[src/rtl/song_sequencer.sv]
// Game-flow controller: countdown, note fetch/decode from a synchronous ROM,
// per-note hit windowing and per-song statistics.
module song_sequencer #(
    parameter int unsigned TICKS_PER_BEAT  = 6_250_000,
    parameter int unsigned COUNTDOWN_BEATS = 4,
    parameter int unsigned ADDR_W          = 8
) (
    input  logic              clk,
    input  logic              reset,
    input  logic              start,
    input  logic              hit,
    output logic [ADDR_W-1:0] rom_addr,
    input  logic [7:0]        rom_data,
    output logic [3:0]        correct_note,
    output logic              note_valid,
    output logic              beat_pulse,
    output logic [2:0]        state,
    output logic [7:0]        streak,
    output logic [7:0]        max_streak,
    output logic [ADDR_W:0]   notes_hit,
    output logic [ADDR_W:0]   notes_total,
    output logic              song_done
);

    typedef enum logic [2:0] {
        S_IDLE      = 3'd0,
        S_COUNTDOWN = 3'd1,
        S_FETCH     = 3'd2,
        S_DECODE    = 3'd3,
        S_PLAY      = 3'd4,
        S_DONE      = 3'd5
    } state_t;

    localparam int unsigned LEN_MAX = ((COUNTDOWN_BEATS > 15) ? COUNTDOWN_BEATS : 15) * TICKS_PER_BEAT;
    localparam int unsigned LEN_W   = $clog2(LEN_MAX + 1);
    localparam int unsigned TICK_W  = $clog2(TICKS_PER_BEAT);
    localparam int unsigned STAT_W  = ADDR_W + 1;

    localparam logic [LEN_W-1:0]  CD_LEN    = LEN_W'(COUNTDOWN_BEATS * TICKS_PER_BEAT - 1);
    localparam logic [LEN_W-1:0]  TPB_LEN   = LEN_W'(TICKS_PER_BEAT);
    localparam logic [TICK_W-1:0] TICK_LAST = TICK_W'(TICKS_PER_BEAT - 1);

    state_t              state_q, state_d;
    logic [TICK_W-1:0]   tick_q, tick_d;
    logic [LEN_W-1:0]    len_q, len_d;
    logic [ADDR_W-1:0]   addr_q, addr_d;
    logic [3:0]          note_q, note_d;
    logic                valid_q, valid_d;
    logic                flag_q, flag_d;
    logic [7:0]          streak_q, streak_d;
    logic [7:0]          max_q, max_d;
    logic [STAT_W-1:0]   hits_q, hits_d;
    logic [STAT_W-1:0]   total_q, total_d;
    logic                done_q, done_d;

    logic                start_song;
    logic [3:0]          code;
    logic [3:0]          dur;
    logic [7:0]          streak_inc;

    assign code       = rom_data[7:4];
    assign dur        = (rom_data[3:0] == 4'd0) ? 4'd1 : rom_data[3:0];
    assign streak_inc = (streak_q == 8'hFF) ? 8'hFF : streak_q + 8'd1;

    always_comb begin
        state_d    = state_q;
        tick_d     = tick_q;
        len_d      = len_q;
        addr_d     = addr_q;
        note_d     = note_q;
        valid_d    = valid_q;
        flag_d     = flag_q;
        streak_d   = streak_q;
        max_d      = max_q;
        hits_d     = hits_q;
        total_d    = total_q;
        done_d     = 1'b0;
        start_song = 1'b0;

        if (state_q == S_COUNTDOWN || state_q == S_PLAY) begin
            tick_d = (tick_q == TICK_LAST) ? '0 : tick_q + TICK_W'(1);
            len_d  = len_q - LEN_W'(1);
        end

        case (state_q)
            S_IDLE: begin
                if (start) start_song = 1'b1;
            end
            S_COUNTDOWN: begin
                if (len_q == '0) state_d = S_FETCH;
            end
            S_FETCH: begin
                note_d  = '0;
                valid_d = 1'b0;
                state_d = S_DECODE;
            end
            S_DECODE: begin
                if (code == 4'hF) begin
                    state_d = S_DONE;
                    done_d  = 1'b1;
                end else begin
                    state_d = S_PLAY;
                    note_d  = code;
                    valid_d = (code != 4'd0);
                    flag_d  = 1'b0;
                    tick_d  = '0;
                    len_d   = LEN_W'(dur) * TPB_LEN - LEN_W'(1);
                end
            end
            S_PLAY: begin
                if (hit && valid_q) flag_d = 1'b1;
                if (len_q == '0) begin
                    note_d  = '0;
                    valid_d = 1'b0;
                    // A hit on the final cycle is folded in directly, since the flag
                    // would only become visible after the note has already closed.
                    if (valid_q) begin
                        total_d = total_q + STAT_W'(1);
                        if (flag_q || hit) begin
                            hits_d   = hits_q + STAT_W'(1);
                            streak_d = streak_inc;
                            max_d    = (streak_inc > max_q) ? streak_inc : max_q;
                        end else begin
                            streak_d = '0;
                        end
                    end
                    if (addr_q == '1) begin
                        state_d = S_DONE;
                        done_d  = 1'b1;
                    end else begin
                        addr_d  = addr_q + ADDR_W'(1);
                        state_d = S_FETCH;
                    end
                end
            end
            S_DONE: begin
                if (start) start_song = 1'b1;
            end
            default: state_d = S_IDLE;
        endcase

        if (start_song) begin
            state_d  = S_COUNTDOWN;
            tick_d   = '0;
            len_d    = CD_LEN;
            addr_d   = '0;
            note_d   = '0;
            valid_d  = 1'b0;
            flag_d   = 1'b0;
            streak_d = '0;
            max_d    = '0;
            hits_d   = '0;
            total_d  = '0;
        end
    end

    always_ff @(posedge clk) begin
        if (reset) begin
            state_q  <= S_IDLE;
            tick_q   <= '0;
            len_q    <= '0;
            addr_q   <= '0;
            note_q   <= '0;
            valid_q  <= 1'b0;
            flag_q   <= 1'b0;
            streak_q <= '0;
            max_q    <= '0;
            hits_q   <= '0;
            total_q  <= '0;
            done_q   <= 1'b0;
        end else begin
            state_q  <= state_d;
            tick_q   <= tick_d;
            len_q    <= len_d;
            addr_q   <= addr_d;
            note_q   <= note_d;
            valid_q  <= valid_d;
            flag_q   <= flag_d;
            streak_q <= streak_d;
            max_q    <= max_d;
            hits_q   <= hits_d;
            total_q  <= total_d;
            done_q   <= done_d;
        end
    end

    assign rom_addr     = addr_q;
    assign correct_note = note_q;
    assign note_valid   = valid_q;
    assign beat_pulse   = (state_q == S_COUNTDOWN || state_q == S_PLAY) && (tick_q == TICK_LAST);
    assign state        = state_q;
    assign streak       = streak_q;
    assign max_streak   = max_q;
    assign notes_hit    = hits_q;
    assign notes_total  = total_q;
    assign song_done    = done_q;

endmodule

[config.mk]
export PLATFORM = sky130hd
export DESIGN_NAME = song_sequencer
export DESIGN_NICKNAME = d
export VERILOG_FILES = /design/src/rtl/song_sequencer.sv
export SDC_FILE = /design/constraint.sdc
export NUM_CORES = 1
export LEC_CHECK = 0
export CAP_MARGIN = 20
export CORE_ASPECT_RATIO = 0.8
export CORE_MARGIN = 1.5
export CORE_UTILIZATION = 50
export DETAILED_ROUTE_END_ITERATION = 10
export DONT_BUFFER_PORTS = 1
export GPL_TIMING_DRIVEN = 0
export HOLD_SLACK_MARGIN = 0.15
export PLACE_DENSITY = 0.69
export SYNTH_ARGS = -nofsm -noshare
export SYNTH_HDL_FRONTEND = slang
export SYNTH_SLANG_ARGS = --single-unit
[constraint.sdc]
create_clock -name clk -period 6.35 [get_ports clk]
set_input_delay 1.27 -clock clk [delete_from_list [all_inputs] [get_ports clk]]
set_output_delay 1.27 -clock clk [all_outputs]
set_load 0.01 [all_outputs]
==> results.yml <==
status:
  status: "completed"
job:
  drv_cap: 0
detailed_routing:
  drt-initial-drc-count: 389
  wl_mm: 15.3
  vias: 5572
  drc: 0
  wl_per_cell_um: 16.0
  routed_via_density: 5.82
  drt-pass1-iter-count: 5
  ant_nets: 0
synthesis:
  synth-seq-cells: 102
  netlist_instances: 770
  ys_seq_area_share_pct: 32.2
  syn-num-nets: 830
  synthDistinctLibCells: 61
  async_flop_share_pct: 0
  synth-edff-count: 0
  synth_area_mm2: 0.00634
  synth_flop_cell: "dfxtp_1"
  yosys_warnings: 0
  syn_area_per_cell_um2: 8.24
placed_design:
  hpwlAfterDp_mm: 11.7
  gp_congestion: 0.916
  place_inst: 941
  port_buffers: 0
timing:
  worstMarginPinSlew_ns: 0.858
  period_needed_ns: 5.45
  finalHoldViolCount: 0
  clock.fmax_mhz: 184
  maxSlewViolCount: 0
  rsz0062_at_grt: "no"
  relSlewSlack_pct: 42.1
  finClkSkew_ns: 0.00985
  setup_tns_ns: 0
  period_share_pct: 85.8
  setup_viol: 0
critical_path:
  r2r_cells: 10
  critical_path_class: "in2reg"
  r2r-start: "len_q[5]"
  startpoint_type: "input port"
  cp_max_fo: 8
  critPathLaunch: "rom_data[2]"
  end_kind: "register"
  worstPathRequired_ns: 6.58
  cp.arrival_ns: 5.68
grt:
  antenna_found_initial: 0
  grt_pass1_vias: 5315
  grt_max_degree: 18
  grt_overflow: 0
  grt_pass1_wl_mm: 25.8
  grt_use_total_pct: 23.8
die:
  dieArea_mm2: 0.0134
  rows: 36
  start_util_pct: 51.6
  die_h_um: 104
  die_w_um: 129
  core_mm2: 0.0123
  boundaryPins: 64
finish:
  nNetsFinal: 841
  final_cells: 957
  fill_cells: 1141
  final_util_pct: 55.7
  syn_to_final_growth_pct: 8.05
  drive_gt1_share_pct: 3.69
  regArea_mm2: 0.00204
  insertedDiodeCount: 0
  multiInputGateArea_mm2: 0.00401
power_and_ir_drop:
  clkPwrFrac_pct: 33.5
  p_seq_share_pct: 40.0
  cellPowerDensity_mw_per_mm2: 243
  swShare_pct: 31.7
  pwr-share-comb_pct: 26.5
  p_sw_w: 0.000529
  ir_worst_vdd_mv: 0.141
  total_power_w: 0.00167
  internal_power_w: 0.00114
  leakage_nw: 2.54
clock_network:
  clock-sinks: 102
  ctsResizeCount: 0
  postCtsSetupBuffers: 0
  cts_buffers: 9
  clock_latency_ns: 0.35
  cts_htree_levels: 3
  clk_path_buf_depth: 2
  cts_hold_buffers: 0
  root_buffer: "clkbuf_16"
  path_clk_slew_ns: 0.07
  cts_tree: "built"
min_path:
  hold_start: "tick_q[15]"
  hold_path_class: "reg2reg"
  hold-path-cell-count: 2
==> sequential cells by signal, indices dropped and copies added (netlist names) <==
| register | flops |
|---|---|
| max_streak | 8 |
| streak | 8 |
| notes_total | 9 |
| correct_note | 4 |
| rom_addr | 8 |
| note_valid | 1 |
| notes_hit | 9 |
| flag_q | 1 |
| song_done | 1 |
| tick_q | 23 |
| state | 3 |
| len_q | 27 |
==> power by group through the flow <==
stage	registers [W]	logic, W	clock network, W
floorplan	0.000679	0.000341	0
global placement	0.000681	0.000421	0
detailed placement	0.000682	0.000429	0
CTS	0.000667	0.000433	0.000565
global route	0.000669	0.000488	0.000587
finish	0.000667	0.000441	0.000559
==> per-stage QoR <==
stage | hold WS, ns | setup WS [ns] | area (um2)
final | 0.512 | 0.903 | 6860
after global routing | 0.537 | 0.603 | 6860
after CTS | 0.513 | 0.969 | 6860
after detailed placement | 0.497 | 0.621 | 6560
after global placement | 0.483 | 0.758 | 6560
after floorplan | 0.465 | 1.25 | 6340
==> layout make-up <==
cell class	instances	share of cell area (%)
Buffer	32	1.92
Clock buffer	11	3.39
Clock inverter	5	0.931
Inverter	42	2.30
Multi-Input combinational cell	594	58.6
Sequential cell	102	29.8
Tap cell	171	3.12
==> kinds of logic after synthesis <==
logic type / Yosys count / synth area share (%)
AND/OR/NAND/NOR: 308 / 24.5
adder cells (fa/ha/maj): 48 / 10.4
multiplexers: 7 / 1.10
buffers and inverters: 74 / 4.56
XOR/XNOR: 88 / 12.1
flip-flops: 102 / 32.2
AO/OA/AOI/OAI: 143 / 15.1
==> worst max-delay path: stages <==
cell and delay, ns:
inv_1 0.08, ha_1 0.19, nor2b_1 0.24, nand2b_1 0.10, nand2_1 0.14, inv_1 0.06
ha_1 0.33, ha_1 0.31, ha_1 0.28, buf_2 0.17, a21oi_1 0.37, o21ai_0 0.27
a211o_1 0.33, a311o_1 0.39, a2111o_1 0.40, nor3_1 0.34, nor2_1 0.08, a221oi_1 0.34
==> path summary, 6_finish.rpt <==
path	slack [ns]	to
hold reg to reg	0.51	tick_q[15]
setup reg to reg	3.04	max_streak[5]
hold / removal	0.51	tick_q[15]
setup / recovery	0.90	len_q[24]
==> Yosys cell counts, drive strengths merged, types with 2 or more instances <==
library cell,count,area (um2)
a2111o,2,22.5
a211o,3,26.3
a211oi,9,67.6
a21o,5,37.5
a21oi,41,205
a221oi,9,78.8
a22oi,14,105
a311oi,6,52.6
a31oi,5,31.3
and2,3,18.8
and3,10,62.6
and4,2,17.5
buf,7,37.5
clkbuf,25,93.8
dfxtp,102,2040
fa,8,160
ha,40,500
inv,42,158
mux2i,7,70.1
nand2,55,206
nand2b,9,56.3
nand3,25,125
nand4,22,138
nor2,109,425
nor2b,6,37.5
nor3,22,115
nor3b,2,20.0
nor4,7,43.8
nor4b,6,67.6
o211ai,7,52.6
o21a,4,30.0
o21ai,21,105
o21bai,2,15.0
o311ai,2,17.5
o31ai,4,30.0
or2,4,25.0
or3,14,87.6
or4,9,75.1
xnor2,41,359
xor2,47,412
==> routing by layer <==
metal  GRT usage [%]  routed length [um]  vias up  share of wire, %
met3            6.77                1040       13               6.8
met2            38.3                7000      134                46
met1            31.6                7100     2672                46
met5               0                   0        -                 0
li1                -                   -     2753                 -
met4            5.46                 131        0              0.86
==> layout by cell type, fill, tap and decap left out, types with 4 or more instances in the layout <==
| cell type | instances |
|---|---|
| nor2_1 | 108 |
| dfxtp_1 | 102 |
| nand2_1 | 55 |
| xor2_1 | 47 |
| inv_1 | 42 |
| xnor2_1 | 41 |
| a21oi_1 | 41 |
| ha_1 | 40 |
| clkbuf_1 | 27 |
| nand3_1 | 25 |
| nand4_1 | 22 |
| nor3_1 | 21 |
| o21ai_0 | 20 |
| or3_1 | 14 |
| a22oi_1 | 14 |
| and3_1 | 10 |
| nand2b_1 | 9 |
| a211oi_1 | 9 |
| a221oi_1 | 9 |
| clkbuf_16 | 9 |
| fa_1 | 8 |
| nor4_1 | 7 |
| mux2i_1 | 7 |
| o211ai_1 | 7 |
| or4_1 | 7 |
| nor2b_1 | 6 |
| a311oi_1 | 6 |
| a31oi_1 | 5 |
| nor4b_1 | 5 |
| a21o_1 | 5 |
| o21a_1 | 4 |
| o31ai_1 | 4 |
(Power assumes the default switching activity.)
